[src/rtl/fetch_stage.sv]
// rtl/fetch_stage.sv - RISC-V IF stage: PC, single-outstanding imem fetch, IF/ID register.
// Optional IF_PERF_CNT_EN adds saturating fetch/redirect counters.
module fetch_stage #(
  parameter logic [31:0] RESET_PC  = 32'h0000_0000,
  parameter logic [31:0] NOP_INSTR = 32'h0000_0013
) (
  input  logic        clk,
  input  logic        rst,
  input  logic        stall_IF,
  input  logic        pcSrc_EX,
  input  logic [31:0] pcTarget_EX,
  output logic        imem_req,
  output logic [31:0] imem_addr,
  input  logic [31:0] imem_rdata,
  input  logic        imem_rvalid,
  output logic [31:0] pc_ID,
  output logic [31:0] instr_ID,
  output logic [31:0] pcPlus4_ID,
  output logic        valid_ID
`ifdef IF_PERF_CNT_EN
  ,
  output logic [31:0] fetch_count_IF,
  output logic [31:0] redirect_count_IF
`endif
);

  localparam logic [1:0] S_FETCH   = 2'd0;
  localparam logic [1:0] S_WAIT    = 2'd1;
  localparam logic [1:0] S_HOLD    = 2'd2;
  localparam logic [1:0] S_DISCARD = 2'd3;

  logic [1:0]  state_q, state_d;
  logic [31:0] pc_q, pc_d, skid_q, skid_d;
  logic [31:0] pc_id_q, pc_id_d, instr_id_q, instr_id_d, pcp4_id_q, pcp4_id_d;
  logic        valid_id_q, valid_id_d;
  logic        issue, deliver;
  logic [31:0] pc_plus4;

  assign pc_plus4 = pc_q + 32'd4;

  always_comb begin
    state_d    = state_q;
    pc_d       = pc_q;
    skid_d     = skid_q;
    pc_id_d    = pc_id_q;
    instr_id_d = instr_id_q;
    pcp4_id_d  = pcp4_id_q;
    valid_id_d = valid_id_q;
    issue      = 1'b0;
    deliver    = 1'b0;
    if (pcSrc_EX) begin
      // A fetch still in flight must have its response swallowed in DISCARD.
      pc_d       = pcTarget_EX & 32'hFFFF_FFFC;
      instr_id_d = NOP_INSTR;
      valid_id_d = 1'b0;
      skid_d     = NOP_INSTR;
      state_d    = ((state_q == S_WAIT || state_q == S_DISCARD) && !imem_rvalid) ? S_DISCARD : S_FETCH;
    end else begin
      case (state_q)
        S_FETCH: begin
          issue   = 1'b1;
          state_d = S_WAIT;
          if (!stall_IF) begin
            instr_id_d = NOP_INSTR;
            valid_id_d = 1'b0;
          end
        end
        S_WAIT: begin
          if (imem_rvalid && !stall_IF) begin
            deliver    = 1'b1;
            instr_id_d = imem_rdata;
            issue      = 1'b1;
          end else if (imem_rvalid) begin
            skid_d  = imem_rdata;
            state_d = S_HOLD;
          end else if (!stall_IF) begin
            instr_id_d = NOP_INSTR;
            valid_id_d = 1'b0;
          end
        end
        S_HOLD: begin
          if (!stall_IF) begin
            deliver    = 1'b1;
            instr_id_d = skid_q;
            state_d    = S_FETCH;
          end
        end
        S_DISCARD: begin
          if (imem_rvalid) state_d = S_FETCH;
        end
        default: state_d = S_FETCH;
      endcase
      if (deliver) begin
        pc_id_d    = pc_q;
        pcp4_id_d  = pc_plus4;
        valid_id_d = 1'b1;
        pc_d       = pc_plus4;
      end
    end
  end

  always_ff @(posedge clk or negedge rst) begin
    if (!rst) begin
      state_q    <= S_FETCH;
      pc_q       <= RESET_PC;
      skid_q     <= NOP_INSTR;
      pc_id_q    <= 32'd0;
      instr_id_q <= NOP_INSTR;
      pcp4_id_q  <= 32'd0;
      valid_id_q <= 1'b0;
    end else begin
      state_q    <= state_d;
      pc_q       <= pc_d;
      skid_q     <= skid_d;
      pc_id_q    <= pc_id_d;
      instr_id_q <= instr_id_d;
      pcp4_id_q  <= pcp4_id_d;
      valid_id_q <= valid_id_d;
    end
  end

  // The follow-on request in WAIT goes out in the same cycle its predecessor returns.
  assign imem_req   = rst & issue;
  assign imem_addr  = (state_q == S_FETCH) ? pc_q : pc_plus4;
  assign pc_ID      = pc_id_q;
  assign instr_ID   = instr_id_q;
  assign pcPlus4_ID = pcp4_id_q;
  assign valid_ID   = valid_id_q;

`ifdef IF_PERF_CNT_EN
  logic [31:0] fetch_cnt_q, redir_cnt_q;

  always_ff @(posedge clk or negedge rst) begin
    if (!rst) begin
      fetch_cnt_q <= 32'd0;
      redir_cnt_q <= 32'd0;
    end else begin
      if (deliver && fetch_cnt_q != 32'hFFFF_FFFF) fetch_cnt_q <= fetch_cnt_q + 32'd1;
      if (pcSrc_EX && redir_cnt_q != 32'hFFFF_FFFF) redir_cnt_q <= redir_cnt_q + 32'd1;
    end
  end

  assign fetch_count_IF    = fetch_cnt_q;
  assign redirect_count_IF = redir_cnt_q;
`endif

endmodule

[config.mk]
export PLATFORM = sky130hd
export DESIGN_NAME = fetch_stage
export DESIGN_NICKNAME = d
export VERILOG_FILES = /design/src/rtl/fetch_stage.sv
export SDC_FILE = /design/constraint.sdc
export NUM_CORES = 1
export LEC_CHECK = 0
export CAP_MARGIN = 20
export CORE_ASPECT_RATIO = 0.75
export CORE_MARGIN = 4
export CORE_UTILIZATION = 54
export CTS_CLUSTER_SIZE = 28
export DETAILED_ROUTE_END_ITERATION = 8
export GPL_ROUTABILITY_DRIVEN = 0
export GPL_TIMING_DRIVEN = 0
export PLACE_DENSITY = 0.95
export SETUP_SLACK_MARGIN = 0.5
export SYNTH_ARGS = -nofsm -noshare
export SYNTH_HDL_FRONTEND = slang
export SYNTH_SLANG_ARGS = --single-unit
[constraint.sdc]
create_clock -name clk -period 4.6 [get_ports clk]
set_input_delay 1.15 -clock clk [delete_from_list [all_inputs] [get_ports clk]]
set_output_delay 1.15 -clock clk [all_outputs]
set_load 0.01 [all_outputs]
==> flow_metrics.tcl <==
set metrics [dict create \
    ys_seq_elements 157 \
    rsz0062_at_grt "yes" \
    pin_count 199 \
    seq_area_frac_synth 0.4902 \
    timing.rr.end "pc_q[27]$_DFFE_PN0P_" \
    pwr-share-clk 0.251 \
    cts_tree "done" \
    first_pass_iters 8 \
    critPathMaxStageDelay_ps 590 \
    yosysWarnings 0 \
    startpoint_type "flop" \
    rows 38 \
    critPathCaptureType "primary output" \
    critPathRequiredTime_ps 3450 \
    pre_cts_ws_ps 300.8 \
    drtIter0Drc 1011 \
    fin_crit_ps 4110 \
    drc_errors 0 \
    die_x_um 148.8 \
    slowest_stage "clkdlybuf4s50_1" \
    setup_viol 0 \
    reg2reg_from "state_q[0]$_DFFE_PN0P_" \
    overflow 0 \
    seq_area_um2 3939 \
    first_global_vias 7637 \
    total_power_mw 5.341 \
    tightest_slew_ps 1092 \
    p_switching_mw 1.946 \
    antenna_found_initial 0 \
    syn_area_um2 8030 \
    routed_wirelength_mm 26.54 \
    synthCells 801 \
    r2r_cells 8 \
    die_height_um 113.6 \
    gr-usage-all-layers 0.3118 \
    htreeDepth 4 \
    combinationalPowerShare 0.387 \
    maxCapViolCount 0 \
    core_area_um2 14500 \
    clk_path_buf_depth 2 \
    grt_max_degree 82 \
    synth_top_cell_by_area "dfrtp_1" \
    cp_max_fo 10 \
    finalMaxSlewViolations 0 \
    timing.final.crit_share 0.8934 \
    cts.sinks 157 \
    diodes 0 \
    final_core_util 0.7546 \
    crit_family "buffers and inverters" \
    io_buffers 190 \
    cts_buffers 17 \
    hpwl_mm 18.35 \
    multiInputGateArea_um2 3775 \
    clkTransAtPathRegs_ps 60 \
    synth_area_leaders "dfrtp_1, xor2_1, nand2_1" \
    nFillCells 949 \
    layout.nets 1096 \
    yosysTopAreaCellShare 0.4706 \
    wire_per_inst_um 21.49 \
    synthArstFlopShare 1.000 \
    rrSetupSlack_ps 1900 \
    vias 7633 \
    cts_hold_buf 0 \
    path_class "flop to primary output" \
    intPower_mw 3.395 \
    p_leak_nw 4.565 \
    p_seq_frac 0.361 \
    start_util 0.5538 \
    ir_worst_vdd_mv 0.3441 \
    path_buf_inv 3 \
    path_cells "buf_2 > and3_1 > clkbuf_1 > nand3_2 > nor4_1 > xor2_1 > clkdlybuf4s50_1" \
    worstHoldStart "skid_q[1]$_DFFE_PN1P_" \
    dp_cells 1197 \
    synth_edf_count 0 \
    via_per_inst 6.181 \
    ant_nets 0 \
    power_density_nw_per_um2 488.0 \
    synth_cell_type_count 50 \
    status "finished, final reports clean" \
    hold_viol_final 0 \
    max_clock_freq_mhz 243.3 \
    cp.arrival_ps 2960 \
    setup_slack_ps 490.5 \
    min_path_type "flop to flop" \
    ys.flop_type "dfrtp_1" \
    finalNonFillerCells 1235 \
    swShare 0.3644 \
    hold_end "skid_q[1]$_DFFE_PN1P_" \
    avgSynthCellArea_um2 10.03 \
    yosys-top-cells-count "dfrtp_1, nand2_1, o21ai_0" \
    whs_path_depth 2 \
    clk-insertion-delay-late_ps 420 \
    skew_ps 10.12 \
    cts-root-buf "clkbuf_16" \
    die_area_um2 16910 \
    yosysMostFrequentCell "dfrtp_1" \
    timing.setup.tns_ps 0 \
    areaGrowthSynthToFinish_pct 36.27 \
    drive_gt1_frac 0.1420 \
    slew_headroom 0.2665 \
    grt_pass1_wl_mm 41.42 \
]
==> power groups by stage <==
| stage | sequential (mW) | clock [mW] | combinational, mW |
|---|---|---|---|
| after global placement | 1.93 | 0 | 1.94 |
| after detailed placement | 1.94 | 0 | 2.01 |
| after global routing | 1.97 | 1.40 | 2.21 |
| final | 1.93 | 1.34 | 2.07 |
| after floorplan | 2.03 | 0 | 0.833 |
| after CTS | 1.92 | 1.33 | 2.04 |
==> state kept, by name, indices dropped and copies added (netlist names) <==
register    cells
state_q         2
skid_q         32
pc_q           30
valid_ID        1
instr_ID       32
pcPlus4_ID     30
pc_ID          30
==> metrics by stage <==
step / hold slack (ps) / cell area (µm²)
2_1_floorplan: 457.8 / 8049
3_3_place_gp: 464.3 / 10200
3_5_place_dp: 475.7 / 10230
4_1_cts: 486.4 / 10830
5_1_grt: 518.4 / 10940
6_report: 487.3 / 10940
==> how the worst max path moves through the flow <==
stage	startpoint	end	slack (ps)	depth (start not counted)
final	pc_q[4]$_DFFE_PN0P_	imem_addr[23]	490	7
after global routing	pc_q[10]$_DFFE_PN0P_	imem_addr[23]	400	7
after CTS	pc_q[3]$_DFFE_PN0P_	imem_addr[30]	510	7
after detailed placement	pcSrc_EX	imem_req	300	5
after global placement	rst	imem_req	-4310	3
after floorplan	pc_q[2]$_DFFE_PN0P_	imem_addr[24]	1510	7
==> cells in the final DEF, fill, tap and decap left out, types with 4 or more instances in the layout <==
cell type / count
nor3_2: 4
o21ai_0: 64
a222oi_1: 29
dfrtp_1: 149
clkdlybuf4s50_1: 186
and3_1: 8
inv_1: 5
xnor2_1: 38
a21oi_1: 8
ha_1: 4
mux2_2: 34
and2_1: 6
o31ai_1: 29
buf_4: 18
nand2b_1: 4
buf_2: 27
nand2_1: 104
clkbuf_2: 5
nor2b_1: 4
o21ai_1: 5
nor3_1: 17
clkbuf_16: 17
inv_6: 4
a22o_1: 29
nand4_1: 14
clkbuf_1: 45
xor2_1: 47
clkinvlp_4: 5
dfstp_2: 6
nor2_1: 34
nand3_1: 25
conb_1: 6
==> layout make-up <==
type	count	share of cell area
plain buffers	89	0.03830
well taps	200	0.02287
inverters	5	0.001715
clock buffers	19	0.04048
flip-flops and latches	157	0.3599
clock inverters	13	0.009719
repair buffers	197	0.1820
multi-input cells	555	0.3450
==> metal layers <==
metal / wire length (µm) / global-route usage / up-vias
met1: 10910 / 0.4394 / 3722
met4: 830 / 0.1177 / 0
met5: 0 / 0 / -
li1: - / - / 3283
met2: 11890 / 0.4643 / 544
met3: 2900 / 0.08697 / 84
==> tightest hold or removal path, cell delays in order, from the launching register on <==
cell	delay, ps
dfstp_2	370
nand2_1	40
o21ai_0	70
==> timing repair <==
item,4_1_cts,5_1_grt
endpoints found under the setup margin,13,18
gates resized for setup,13,22
endpoints found under the hold margin,0,0
pin swaps,0,2
buffers inserted,1,5
cloned,0,0
==> kinds of logic after synthesis <==
kind of cell,Yosys count,synth area share
flops,157,0.4902
buf+inv,94,0.05344
simple gates,250,0.1536
compound gates,173,0.1516
mux,36,0.05017
other cells,1,0.0004670
xor+xnor,85,0.09271
fa+ha+maj,5,0.007791
Power figures use the tool's default switching activity.
